$ cat src/rtl/adc_init_seq.sv
// Dual-ADC bring-up sequencer: waits for clock lock, resets the ADCs, kicks SPI configuration,
// issues a sync pulse and waits for both window searches to calibrate, retrying on errors.
module adc_init_seq #(
    parameter int unsigned RST_CYCLES     = 100,
    parameter int unsigned SYNC_CYCLES    = 10,
    parameter int unsigned TIMEOUT_CYCLES = 1000000,
    parameter int unsigned MAX_RETRY      = 3
) (
    input  logic       clk10m,
    input  logic       sysrst_nr0,
    input  logic       clk10m_locked,
    input  logic       a_lock,
    input  logic       b_lock,
    input  logic [4:0] a_seek_state,
    input  logic [4:0] b_seek_state,
    input  logic       a_error,
    input  logic       b_error,
    input  logic       spi_done,
    input  logic       restart,
    output logic       adc_rst_out,
    output logic       spi_start,
    output logic       adc_sync_out,
    output logic       ready,
    output logic       fail,
    output logic [3:0] retry_cnt,
    output logic [2:0] state_dbg
);

    localparam int unsigned TO_W  = $clog2(TIMEOUT_CYCLES + 1);
    localparam int unsigned RS_W  = $clog2(RST_CYCLES + 1);
    localparam int unsigned TMR_A = (TO_W > RS_W) ? TO_W : RS_W;
    localparam int unsigned TMR_W = (TMR_A > 20) ? TMR_A : 20;
    localparam int unsigned RTY_W = 4;
    localparam logic [4:0]  SEEK_CAL = 5'h15;

    typedef enum logic [2:0] {
        S_IDLE      = 3'd0,
        S_WAIT_LOCK = 3'd1,
        S_ADC_RST   = 3'd2,
        S_SPI_CFG   = 3'd3,
        S_SYNC      = 3'd4,
        S_WAIT_CAL  = 3'd5,
        S_READY     = 3'd6,
        S_FAIL      = 3'd7
    } state_e;

    state_e             state_q, state_d;
    logic [TMR_W-1:0]   timer_q, timer_d;
    logic [RTY_W-1:0]   retry_q, retry_d;
    logic               adc_rst_q, adc_rst_d;
    logic               spi_start_q, spi_start_d;
    logic               sync_q, sync_d;
    logic               ready_q, ready_d;
    logic               fail_q, fail_d;

    logic               rst_meta_q, rst_sync_q;
    logic               rst_n;
    logic [2:0]         lock_meta_q, lock_sync_q;
    logic               lock_all_c;
    logic [RTY_W-1:0]   retry_inc_c;
    logic               retry_exhaust_c;
    logic               timeout_c;

    // Reset asserts asynchronously and releases on a clock edge
    always_ff @(posedge clk10m or negedge sysrst_nr0) begin
        if (!sysrst_nr0) begin
            rst_meta_q <= 1'b0;
            rst_sync_q <= 1'b0;
        end else begin
            rst_meta_q <= 1'b1;
            rst_sync_q <= rst_meta_q;
        end
    end

    assign rst_n = rst_sync_q;

    // Lock inputs come from other clock domains
    always_ff @(posedge clk10m or negedge rst_n) begin
        if (!rst_n) begin
            lock_meta_q <= 3'b000;
            lock_sync_q <= 3'b000;
        end else begin
            lock_meta_q <= {clk10m_locked, a_lock, b_lock};
            lock_sync_q <= lock_meta_q;
        end
    end

    assign lock_all_c      = &lock_sync_q;
    assign retry_inc_c     = (retry_q == 4'hF) ? 4'hF : retry_q + RTY_W'(1);
    assign retry_exhaust_c = (32'(retry_inc_c) == MAX_RETRY);
    assign timeout_c       = (timer_q >= TMR_W'(TIMEOUT_CYCLES - 1));

    // State and registered-output flops
    always_ff @(posedge clk10m or negedge rst_n) begin
        if (!rst_n) begin
            state_q     <= S_IDLE;
            timer_q     <= '0;
            retry_q     <= '0;
            adc_rst_q   <= 1'b0;
            spi_start_q <= 1'b0;
            sync_q      <= 1'b0;
            ready_q     <= 1'b0;
            fail_q      <= 1'b0;
        end else begin
            state_q     <= state_d;
            timer_q     <= timer_d;
            retry_q     <= retry_d;
            adc_rst_q   <= adc_rst_d;
            spi_start_q <= spi_start_d;
            sync_q      <= sync_d;
            ready_q     <= ready_d;
            fail_q      <= fail_d;
        end
    end

    // Next state and retry bookkeeping; lock loss outranks everything except in FAIL
    always_comb begin
        logic retry_path;
        state_d    = state_q;
        retry_d    = retry_q;
        retry_path = 1'b0;
        case (state_q)
            S_IDLE: state_d = S_WAIT_LOCK;
            S_WAIT_LOCK: begin
                if (lock_all_c) state_d = S_ADC_RST;
            end
            S_ADC_RST: begin
                if (!lock_all_c)                            state_d = S_WAIT_LOCK;
                else if (timer_q == TMR_W'(RST_CYCLES - 1)) state_d = S_SPI_CFG;
            end
            S_SPI_CFG: begin
                if (!lock_all_c)    state_d = S_WAIT_LOCK;
                else if (spi_done)  state_d = S_SYNC;
                else if (timeout_c) retry_path = 1'b1;
            end
            S_SYNC: begin
                if (!lock_all_c)                             state_d = S_WAIT_LOCK;
                else if (timer_q == TMR_W'(SYNC_CYCLES - 1)) state_d = S_WAIT_CAL;
            end
            S_WAIT_CAL: begin
                if (!lock_all_c)                             state_d = S_WAIT_LOCK;
                else if (a_error || b_error || timeout_c)    retry_path = 1'b1;
                else if (a_seek_state == SEEK_CAL &&
                         b_seek_state == SEEK_CAL)           state_d = S_READY;
            end
            S_READY: begin
                if (!lock_all_c) begin
                    state_d = S_WAIT_LOCK;
                end else if (restart) begin
                    state_d = S_ADC_RST;
                    retry_d = '0;
                end
            end
            S_FAIL: begin
                if (restart) begin
                    state_d = S_ADC_RST;
                    retry_d = '0;
                end
            end
            default: state_d = S_IDLE;
        endcase
        if (retry_path) begin
            retry_d = retry_inc_c;
            state_d = retry_exhaust_c ? S_FAIL : S_ADC_RST;
        end
    end

    // Outputs decoded from the next state so each asserts on the state's first cycle
    always_comb begin
        timer_d     = '0;
        adc_rst_d   = 1'b0;
        spi_start_d = 1'b0;
        sync_d      = 1'b0;
        ready_d     = 1'b0;
        fail_d      = 1'b0;
        if (state_d == state_q && timer_q != '1) timer_d = timer_q + TMR_W'(1);
        else if (state_d == state_q)             timer_d = timer_q;
        adc_rst_d   = (state_d == S_ADC_RST);
        spi_start_d = (state_d == S_SPI_CFG) && (state_q != S_SPI_CFG);
        sync_d      = (state_d == S_SYNC);
        ready_d     = (state_d == S_READY);
        fail_d      = (state_d == S_FAIL);
    end

    assign adc_rst_out  = adc_rst_q;
    assign spi_start    = spi_start_q;
    assign adc_sync_out = sync_q;
    assign ready        = ready_q;
    assign fail         = fail_q;
    assign retry_cnt    = retry_q;
    assign state_dbg    = state_q;

endmodule

$ cat config.mk
export PLATFORM = sky130hd
export DESIGN_NAME = adc_init_seq
export DESIGN_NICKNAME = d
export VERILOG_FILES = /design/src/rtl/adc_init_seq.sv
export SDC_FILE = /design/constraint.sdc
export NUM_CORES = 1
export LEC_CHECK = 0
export BUFFER_PORTS_ARGS = -buffer_cell sky130_fd_sc_hd__buf_2
export CAP_MARGIN = 20
export CORE_MARGIN = 2
export CORE_UTILIZATION = 45
export DETAILED_ROUTE_END_ITERATION = 12
export PLACE_DENSITY_LB_ADDON = 0.1
export SLEW_MARGIN = 40
export SYNTH_ARGS = -nofsm -noshare
export SYNTH_HDL_FRONTEND = slang
export SYNTH_SLANG_ARGS = --single-unit
export TNS_END_PERCENT = 10
$ cat constraint.sdc
create_clock -name clk10m -period 1.45 [get_ports clk10m]
set_input_delay 0.145 -clock clk10m [delete_from_list [all_inputs] [get_ports clk10m]]
set_output_delay 0.145 -clock clk10m [all_outputs]
set_load 0.02 [all_outputs]
# Word-level counts from Yosys, hierarchy flattened
# Cells that the tools add are included.
# W data, S select, Z words.
[word_totals]
reg_bits = 40
latchBits = 0
ramBits = 0
romBits = 0
input_bits = 19
out_inout_bits = 12
wordCells = 75
n_memories = 0
[classes]
n_addsub = 2
multipliers = 0
n_div = 0
order_cmp = 1
eq_ne = 23
shifts = 0
mux = 28
n_bitwise = 0
reduce_logical = 9
[op_table]
columns = ["cell", "n"]
rows = [
  ["$mux W3", 14],
  ["$mux W20", 2],
  ["$pmux W3 S8", 1],
  ["$eq A3 B3 Y1 const B", 7],
  ["$add A20 B1 Y20 const B", 1],
  ["$eq A20 B4 Y1 const B", 1],
  ["$eq A20 B7 Y1 const B", 1],
  ["$ge A20 B20 Y1 const B", 1],
  ["$ne A20 B20 Y1 const B", 1],
  ["$mux W4", 4],
  ["$eq A3 B2 Y1 const B", 4],
  ["$eq A5 B5 Y1 const B", 2],
  ["$pmux W4 S2", 1],
  ["$mux W1", 5],
  ["$add A4 B1 Y4 const B", 1],
  ["$eq A4 B2 Y1 const B", 1],
  ["$eq A4 B4 Y1 const B", 1],
  ["$eq A3 B1 Y1 const B", 1],
  ["$eq A3 B3 Y1", 1],
  ["$logic_and A1 B1 Y1", 3],
  ["$logic_not A3 Y1", 1],
  ["$ne A3 B2 Y1 const B", 1],
  ["$ne A3 B3 Y1 const B", 1],
  ["$reduce_and A3 Y1", 1],
  ["other kinds (5)", 6],
]

# Logic depth before layout (Yosys ltp)
# Gate-level depths: netlist (run 1).
[depth]
ltp_word = 10
ltp_mapped = 11
depth_no_buf = 10

# Worst setup path before layout (run 1)
# OpenSTA, ideal clock, no wires.
[synth_timing]
path_type = "reg-to-reg"
start = "reg state_q[2] (netlist: state_dbg[2])"
end = "reg timer_q[18]"
arrival_time_ps = 2019
required_time_ps = 1355
setup_slack_ps = -664
path_stages_with_launch = 11
synth_period_minus_slack_ps = 2114
path_cell_list = "dfrtp_1 -> clkbuf_2 -> or4_4 -> nor3_2 -> o22ai_1 -> nand3_1 -> nand2_2 -> inv_2 -> mux2i_4 -> buf_6 -> nor4_4"
[synth_between]
word_cells_on_any_way = 27
classes_between = "9 x eq/ne; 16 x mux; 2 x reduce/logical"
[synth_lines]
columns = ["item", "line", "text"]
rows = [
  ["start, declared", "47", "state_e state_q, state_d;"],
  ["start signal, assigned", "105", "state_q <= state_d;"],
  ["$eq A3 B3 Y1, or another cell as far along", "122", "case (state_q)"],
  ["$pmux W3 S8 or $pmux W1 S2 (tied branches)", "122", ""],
  ["$mux W3 (*)", "162", "if (retry_path) begin"],
  ["via state_d[0]", "47", ""],
  ["$eq A3 B3 Y1 (*)", "176, 177", ""],
  ["$logic_and A1 B1 Y1", "176", "if (state_d == state_q && timer_q != '1) timer_d = timer_q + TMR_W'(1);"],
  ["$ne A2 B1 Y1 (no source line) or $mux W20 (tied branches)", "-", ""],
  ["end signal, assigned", "106", "timer_q <= timer_d;"],
  ["end, declared", "48", "logic [TMR_W-1:0] timer_q, timer_d;"],
]
# Mark *: on every way through the listed nets, which the timed path passes. The rest lies on a longest branch.
# A chain may end at the register's enable or synchronous reset.

# Final worst setup path (run 1)
[layout_timing]
start = "reg timer_q[0]"
end = "reg timer_q[1]"
[layout_between]
elab_chain_cells = 9
word_cells_on_any_way = 24
classes_between = "1 x add/sub; 1 x order compare; 5 x eq/ne; 15 x mux; 2 x reduce/logical"
[layout_rtl]
columns = ["item", "line", "text"]
rows = [
  ["$ge A20 B20 Y1", "91", "assign timeout_c = (timer_q >= TMR_W'(TIMEOUT_CYCLES - 1));"],
  ["$logic_or A1 B1 Y1 or $mux W1 (tied branches)", "142, 134", ""],
  ["$mux W3, or another cell as far along", "142", "else if (a_error || b_error || timeout_c) retry_path = 1'b1;"],
  ["$mux W3, or another cell as far along", "141", "if (!lock_all_c) state_d = S_WAIT_LOCK;"],
  ["$pmux W3 S8 or $pmux W1 S2 (tied branches)", "122", ""],
  ["$mux W3 (*)", "162", ""],
  ["via state_d[0]", "47", ""],
  ["$eq A3 B3 Y1 (*)", "176, 177", ""],
  ["$logic_and A1 B1 Y1", "176", ""],
  ["$ne A2 B1 Y1 (no source line) or $mux W20 (tied branches)", "-", ""],
]
# Marked as above.

==> results_dict.tcl, run 1 <==
set metrics [dict create \
    cpPeakStageDelay_ps 400 \
    powerDensity_nw_per_um2 832 \
    gp_congestion 0.910 \
    ys_async_sr_fraction 1.00 \
    grt_pass1_vias 1863 \
    fin_crit_ps 2160 \
    crit_chain "ha_4, nand3_2, o211ai_1, o2111ai_2, a21oi_2, nand2_1, nand2_2, inv_2, mux2i_4, buf_12, nor3_1" \
    synth-warning-count 0 \
    vdd_ir_drop_max_mv 0.675 \
    synth_top_area_cell "dfrtp_1" \
    die_height_um 75.4 \
    avgSynthCellArea_um2 9.39 \
    htree_levels 2 \
    maxCapViolCount 0 \
    synth_commonest_cells "dfrtp_1, nor3_1, nand2_1, nor2_1, nand3_1" \
    fin_skew_ps 8.58 \
    grt.overflow.total 0 \
    io_buffers 30 \
    clkTransAtPathRegs_ps 80 \
    max_freq_ghz 0.463 \
    critPathTopFamily "compound AO/OA/AOI/OAI gates" \
    grt_use_total 0.212 \
    drive_gt1_frac 0.400 \
    ios 31 \
    start_util 0.476 \
    viasPerCell 5.43 \
    fillers 418 \
    hold_path.class "input port to async pin" \
    power_leakage_nw 1.48 \
    status "finished, violations left" \
    postSynthCellCount 244 \
    core_area_um2 4820 \
    dp_hpwl_um 4150 \
    power.total_mw 2.66 \
    place_ws_ps -722 \
    root_buffer "clkbuf_8" \
    syn_area_um2 2290 \
    routed_wl_um 5950 \
    grt_setup_unrepaired "true" \
    drtAntennaViolNets 0 \
    fin_hold_ws_ps 158 \
    synth-seq-area-share 0.437 \
    clock_path_buffers 2 \
    hold_violations 0 \
    setup.worst_path.end_class "flop" \
    clock_latency_ps 300 \
    grt_pass1_wl_um 8940 \
    synth_ff_type "dfrtp_1" \
    antenna_found_initial 0 \
    yosys-top-cells-area "dfrtp_1, nor3_1, xnor2_1" \
    die-area_um2 5680 \
    synth_top_area_frac 0.437 \
    ys_ff_latch 40 \
    path_max_fanout 20 \
    synth-edff-count 0 \
    cts_sinks 40 \
    cts_tree "yes" \
    finalMaxSlewViolations 0 \
    critical_path_class "flop to flop" \
    setup_ws_ps -711 \
    setup_viol 32 \
    synth_most_common_cell "dfrtp_1" \
    fin_crit_sh 1.49 \
    area_delta_synth_final_pct 39.8 \
    crit_required_ps 1630 \
    std_cell_rows 25 \
    vias 2211 \
    critPathBufInv 2 \
    drc_errors 0 \
    ys_types 54 \
    start_kind "flop" \
    wl_per_cell_um 14.6 \
    slowest_stage "dfrtp_1" \
    drt_pass1_iterations 6 \
    violations "negative setup slack" \
    num_antenna_cells 0 \
    nets 361 \
    numCtsBuffers 5 \
    grt_max_degree 28 \
    die_w_um 75.4 \
    dr.first_iter.drc_count 248 \
    critPathArrivalTime_ps 2350 \
    syn_nets 266 \
]
==> through the flow <==
step / TNS (ps) / util / std cells / cell area [um2]
floorplan: -14590 / - / 244 / 2330
detailed placement: -20130 / 0.616 / 393 / 2970
finish: -20020 / 0.665 / 407 / 3200
CTS: -19550 / 0.650 / 405 / 3130
global route: -22810 / 0.665 / 407 / 3200
global placement: -18790 / 0.616 / 393 / 2970
==> final timing paths <==
check / from / endpoint / slack [ps] / depth (start not counted)
worst max-delay path: timer_q[0]$_DFFE_PN0P_ / timer_q[1]$_DFFE_PN0P_ / -710 / 11
worst min-delay path: sysrst_nr0 / rst_meta_q$_DFF_PN0_ / 160 / 2
worst max register to register: timer_q[0]$_DFFE_PN0P_ / timer_q[1]$_DFFE_PN0P_ / -710 / 11
worst min register to register: rst_n$_DFF_PN0_ / ready$_DFF_PN0_ / 180 / 1
max in group asynchronous: rst_n$_DFF_PN0_ / state_dbg[2]$_DFF_PN0_ / 890 / 1
min in group clk10m: restart / retry_cnt[3]$_DFFE_PN0P_ / 300 / 3
==> state kept, by name, indices dropped and copies added, names as in the netlist <==
| signal | cells |
|---|---|
| adc_rst_out | 1 |
| lock_meta_q | 3 |
| retry_cnt | 4 |
| adc_sync_out | 1 |
| timer_q | 20 |
| ready | 1 |
| state_dbg | 3 |
| fail | 1 |
| spi_start | 1 |
| rst_n | 1 |
| lock_sync_q | 3 |
| rst_meta_q | 1 |
==> timing repair <==
action                                  4_1_cts  5_1_grt
gates resized for setup                       2       10
pin swaps                                     0        5
endpoints found under the hold margin         5        0
buffers inserted                              0        1
endpoints found under the setup margin       32       32
cloned                                        0        1
hold buffers                                  4        0
==> report_power, final <==
part           leakage [nW]  internal, mW  total, mW  switching [mW]
registers             0.516          1.17       1.22          0.0533
logic                 0.908         0.246      0.504           0.258
clock network        0.0583         0.518      0.938           0.420
total                  1.48          1.93       2.66           0.732
==> cell usage in the layout, fill, tap and decap left out, drive strengths merged, types with 2 or more instances in the layout <==
cell type    synthesis  layout
xnor2               11      11
xor2                 6       6
a31oi                3       3
and4b                3       3
nand3b               2       2
a21oi                9       9
dfrtp               40      40
inv                  7       7
or2                  2       2
o21ai                9       9
nand2               20      20
nand2b               3       3
o2111ai              3       3
dlygate4sd3          0       4
mux2i                2       2
nand4               10      10
clkbuf               3       6
and3                 8       8
nor3                30      30
nor2                18      18
nor4                 6       6
ha                   3       3
or4                  2       2
buf                 11      97
o21a                 2       2
clkinv               0       2
nand3               16      16
o22ai                2       2
==> layer usage <==
metal  GRT usage  vias to the layer above  part of all wire
li1            -                     1076                 -
met1       0.310                     1061              0.47
met2       0.321                       65              0.46
met3      0.0450                        9             0.056
met4      0.0565                        0             0.014
met5           0                        -                 0
==> cell type report <==
| cell class | count | area [um2] | area share |
|---|---|---|---|
| inverters | 7 | 26.3 | 0.00820 |
| clock inverters | 3 | 47.5 | 0.0148 |
| multi-input cells | 183 | 1240 | 0.387 |
| well taps | 67 | 83.8 | 0.0262 |
| repair buffers | 102 | 734 | 0.229 |
| flip-flops and latches | 40 | 1000 | 0.313 |
| clock buffers | 5 | 68.8 | 0.0215 |
==> worst register-to-register path, delay by kind of cell, from the launching register on <==
| family | cells | cell delay [ps] |
|---|---|---|
| AO/OA/AOI/OAI | 3 | 700 |
| flip-flops | 1 | 400 |
| AND/OR/NAND/NOR | 4 | 400 |
| buffers and inverters | 2 | 230 |
| adder cells (fa/ha/maj) | 1 | 170 |
| multiplexers | 1 | 150 |
==> logic make-up after synthesis <==
logic type	synth area share
buffers and inverters	0.0562
other	0.00164
flip-flops	0.437
XOR/XNOR	0.0650
AND/OR/NAND/NOR	0.315
multiplexers	0.0142
AO/OA/AOI/OAI	0.0950
adder cells (fa/ha/maj)	0.0164
Power figures use the tool's default switching activity.
==> inputs of run 2 (changes only) <==
- CORE_MARGIN: 2 -> 4
==> results_dict.tcl, run 2 (same netlist as run 1, synthesis figures left out) <==
set metrics [dict create \
    status "finished, violations left" \
    violations "negative setup slack" \
    die_w_um 79.4 \
    ios 31 \
    path_max_fanout 20 \
    grt_pass1_vias 2084 \
    hold_path.class "input port to async pin" \
    cts_tree "yes" \
    grt_use_total 0.193 \
    drc_errors 0 \
    rr_startpoint "timer_q[18]$_DFFE_PN0P_" \
    critical_path_class "flop to flop" \
    multi_input_area_um2 1310 \
    vias 2190 \
    antenna_found_initial 0 \
    viasPerCell 5.37 \
    fin_tns_setup_ps -18160 \
    max_freq_ghz 0.473 \
    clock_latency_ps 300 \
    clkTransAtPathRegs_ps 80 \
    cts_sinks 40 \
    root_buffer "clkbuf_8" \
    dp_cells 393 \
    fin_area_um2 3270 \
    layout_common_cells "buf_4, dfrtp_1, buf_2" \
    die-area_um2 6300 \
    setup.worst_path.end_class "flop" \
    num_antenna_cells 0 \
    drtAntennaViolNets 0 \
    area_delta_synth_final_pct 42.9 \
    fin_crit_sh 1.46 \
    clock_path_buffers 2 \
    fin_cells 408 \
    fin_skew_ps 8.37 \
    fillers 409 \
    numCtsBuffers 5 \
    finalMaxSlewViolations 0 \
    powerDensity_nw_per_um2 764 \
    std_cell_rows 25 \
    setup_viol 32 \
    power.total_mw 2.50 \
    htree_levels 2 \
    dr.first_iter.drc_count 125 \
    drive_gt1_frac 0.440 \
    routed_wl_um 5700 \
    grt_pass1_wl_um 9530 \
    largest_register_ffs 20 \
    fin_crit_ps 2110 \
    core_area_um2 4820 \
    drt_pass1_iterations 4 \
    final_common_cell "buf_4" \
    dp_hpwl_um 4200 \
    r2r_slack_ps -660 \
    power_leakage_nw 1.50 \
    vdd_ir_drop_max_mv 0.721 \
    grt.overflow.total 0 \
    gp_congestion 0.883 \
    setup_ws_ps -665 \
    io_buffers 30 \
    crit_required_ps 1630 \
    grt_setup_unrepaired "true" \
    start_util 0.476 \
    die_height_um 79.4 \
    wl_per_cell_um 14.0 \
    grt_max_degree 29 \
    hold_violations 0 \
    nets 362 \
    critPathArrivalTime_ps 2300 \
    rr_worst_depth 10 \
    r2r-end "timer_q[13]$_DFFE_PN0P_" \
    top_register "timer_q" \
    placedInstanceArea_um2 2980 \
    seq_area_um2 1000 \
    start_kind "flop" \
    maxCapViolCount 0 \
]
## run 2: timing repair
action,CTS,global route
hold endpoints to repair,5,0
pin swaps,1,5
setup endpoints to repair,32,32
buffers inserted,3,0
cloned,0,0
hold buffers,4,0
gates resized for setup,8,19
## run 2: per-layer routing
layer	GRT usage	share of wire	vias to the layer above	wire length, um
met4	0.0808	0.016	0	94
met2	0.285	0.45	54	2590
met1	0.271	0.48	1048	2720
met3	0.0454	0.053	9	303
li1	-	-	1079	-
met5	0	0	-	0
## run 2: worst max-delay path, stage by stage, from the launching register on
cell and delay (ps):
dfrtp_2 450, and4_1 220, and4b_1 210, a221o_1 330, nand3_1 120, nand3_2 100
nand2_2 90, inv_2 50, mux2i_4 150, buf_12 200, nor3_1 80
## run 2: final cells by class
class                   count  area share
repair buffers            103       0.230
inverters                   7     0.00802
clock inverters             3     0.00726
well taps                  67      0.0256
multi-input cells         183       0.401
flip-flops and latches     40       0.307
clock buffers               5      0.0210
## run 2: power breakdown
part           internal [mW]  switching, mW  leakage (nW)
sequential              1.17         0.0550         0.515
clock                  0.341          0.426        0.0404
combinational          0.246          0.265         0.945
total                   1.76          0.746          1.50
## run 2: through the flow
stage	hold slack, ps	worst slack, ps	utilization
after CTS	141	-664	0.660
after global routing	150	-760	0.680
after global placement	-70.3	-675	0.618
after floorplan	-151	-631	-
final	154	-665	0.680
after detailed placement	-68.8	-667	0.618
## run 2: worst max path at each step
stage                       startpoint                 endpoint  cells past startpoint
3_3_place_gp    timer_q[1]$_DFFE_PN0P_   timer_q[0]$_DFFE_PN0P_                     11
4_1_cts         timer_q[1]$_DFFE_PN0P_  timer_q[18]$_DFFE_PN0P_                     11
6_report       timer_q[18]$_DFFE_PN0P_  timer_q[13]$_DFFE_PN0P_                     10
3_5_place_dp    timer_q[1]$_DFFE_PN0P_   timer_q[4]$_DFFE_PN0P_                     11
2_1_floorplan   state_dbg[2]$_DFF_PN0_  timer_q[18]$_DFFE_PN0P_                     10
5_1_grt         timer_q[9]$_DFFE_PN0P_  timer_q[13]$_DFFE_PN0P_                     10
==> inputs of run 3 (changes only) <==
- SETUP_SLACK_MARGIN: not set -> 0.2
==> results_dict.tcl, run 3 (same netlist as run 1, synthesis figures left out) <==
set metrics [dict create \
    finalMaxSlewViolations 0 \
    grt_use_total 0.193 \
    area_delta_synth_final_pct 42.9 \
    drtAntennaViolNets 0 \
    root_buffer "clkbuf_8" \
    violations "negative setup slack" \
    std_cell_rows 25 \
    fin_util 0.680 \
    htree_levels 2 \
    fin_tns_setup_ps -18160 \
    setup_ws_ps -665 \
    critical_path_class "flop to flop" \
    clock_path_buffers 2 \
    powerDensity_nw_per_um2 764 \
    start_kind "flop" \
    numCtsBuffers 5 \
    drt_pass1_iterations 4 \
    fin_crit_ps 2110 \
    antenna_found_initial 0 \
    critPathBufInv 2 \
    placedInstanceArea_um2 2980 \
    start_util 0.476 \
    die_height_um 79.4 \
    setup_viol 32 \
    cts_sinks 40 \
    drive_gt1_frac 0.440 \
    die-area_um2 6300 \
    clock_latency_ps 300 \
    layout_common_cells "buf_4, dfrtp_1, buf_2" \
    final_common_cell "buf_4" \
    clkTransAtPathRegs_ps 80 \
    fin_crit_sh 1.46 \
    setup.worst_path.end_class "flop" \
    slowest_stage "dfrtp_2" \
    status "finished, violations left" \
    crit_required_ps 1630 \
    path_max_fanout 20 \
    grt_pass1_wl_um 9530 \
    grt.overflow.total 0 \
    vias 2190 \
    grt_setup_unrepaired "true" \
    wl_per_cell_um 14.0 \
    grt_max_degree 29 \
    hold_violations 0 \
    num_antenna_cells 0 \
    core_area_um2 4820 \
    vdd_ir_drop_max_mv 0.721 \
    gp_congestion 0.883 \
    dp_hpwl_um 4200 \
    max_freq_ghz 0.473 \
    fin_cells 408 \
    die_w_um 79.4 \
    top_register "timer_q" \
    drc_errors 0 \
    ios 31 \
    dr.first_iter.drc_count 125 \
    routed_wl_um 5700 \
    hold_path.class "input port to async pin" \
    fin_area_um2 3270 \
    maxCapViolCount 0 \
    cpPeakStageDelay_ps 450 \
    critPathArrivalTime_ps 2300 \
    nets 362 \
    crit_chain "and4_1, and4b_1, a221o_1, nand3_1, nand3_2, nand2_2, inv_2, mux2i_4, buf_12, nor3_1" \
    grt_pass1_vias 2084 \
    cts_tree "yes" \
    fin_skew_ps 8.37 \
    io_buffers 30 \
    viasPerCell 5.37 \
    power_leakage_nw 1.50 \
    dp_cells 393 \
    largest_register_ffs 20 \
    critPathTopFamily "simple AND/OR/NAND/NOR gates" \
]
## run 3: cell counts in the layout (fill, tap and decap cells not counted)
No cell type changed its count.
## run 3: layer usage
layer  vias to the layer above  part of all wire  track usage
li1                       1079                 -            -
met1                      1048              0.48        0.271
met2                        54              0.45        0.285
met3                         9             0.053       0.0454
met4                         0             0.016       0.0808
met5                         -                 0            0
## run 3: cell type report
type | count | area (um2)
Clock buffer | 5 | 68.8
Clock inverter | 3 | 23.8
Fill cell | 409 | 1540
Inverter | 7 | 26.3
Multi-Input combinational cell | 183 | 1310
Sequential cell | 40 | 1000
Tap cell | 67 | 83.8
Timing Repair Buffer | 103 | 753
## run 3: worst register-to-register path: stages (launching register included)
cell and delay [ps]:
dfrtp_2 450, and4_1 220, and4b_1 210, a221o_1 330, nand3_1 120, nand3_2 100
nand2_2 90, inv_2 50, mux2i_4 150, buf_12 200, nor3_1 90
## run 3: stage by stage
stage                     power, mW  hold slack (ps)  worst slack [ps]
final                          2.50              154              -665
after global routing           2.64              150              -760
after CTS                      2.50              141              -664
after detailed placement       1.70            -68.8              -667
after global placement         1.69            -70.3              -675
after floorplan                1.48             -151              -631
## run 3: worst paths after layout
path | startpoint | to | slack [ps] | cells after the start
max | timer_q[18]$_DFFE_PN0P_ | timer_q[13]$_DFFE_PN0P_ | -660 | 10
min | sysrst_nr0 | rst_n$_DFF_PN0_ | 150 | 2
max reg2reg | timer_q[18]$_DFFE_PN0P_ | timer_q[13]$_DFFE_PN0P_ | -660 | 10
min reg2reg | rst_n$_DFF_PN0_ | lock_sync_q[0]$_DFF_PN0_ | 190 | 0
max in group asynchronous | rst_n$_DFF_PN0_ | timer_q[18]$_DFFE_PN0P_ | 740 | 1
min in group clk10m | restart | retry_cnt[3]$_DFFE_PN0P_ | 300 | 3
## run 3: timing repair
item                                    in CTS  in global routing
buffers inserted                             3                  0
endpoints found under the setup margin      32                 32
hold buffers                                 4                  0
hold endpoints to repair                     5                  0
gates resized for setup                      8                 19
pin swaps                                    1                  5
## run 3: power breakdown
part | switching, mW | internal (mW) | leakage [nW]
logic | 0.265 | 0.246 | 0.945
clock network | 0.426 | 0.341 | 0.0404
registers | 0.0550 | 1.17 | 0.515
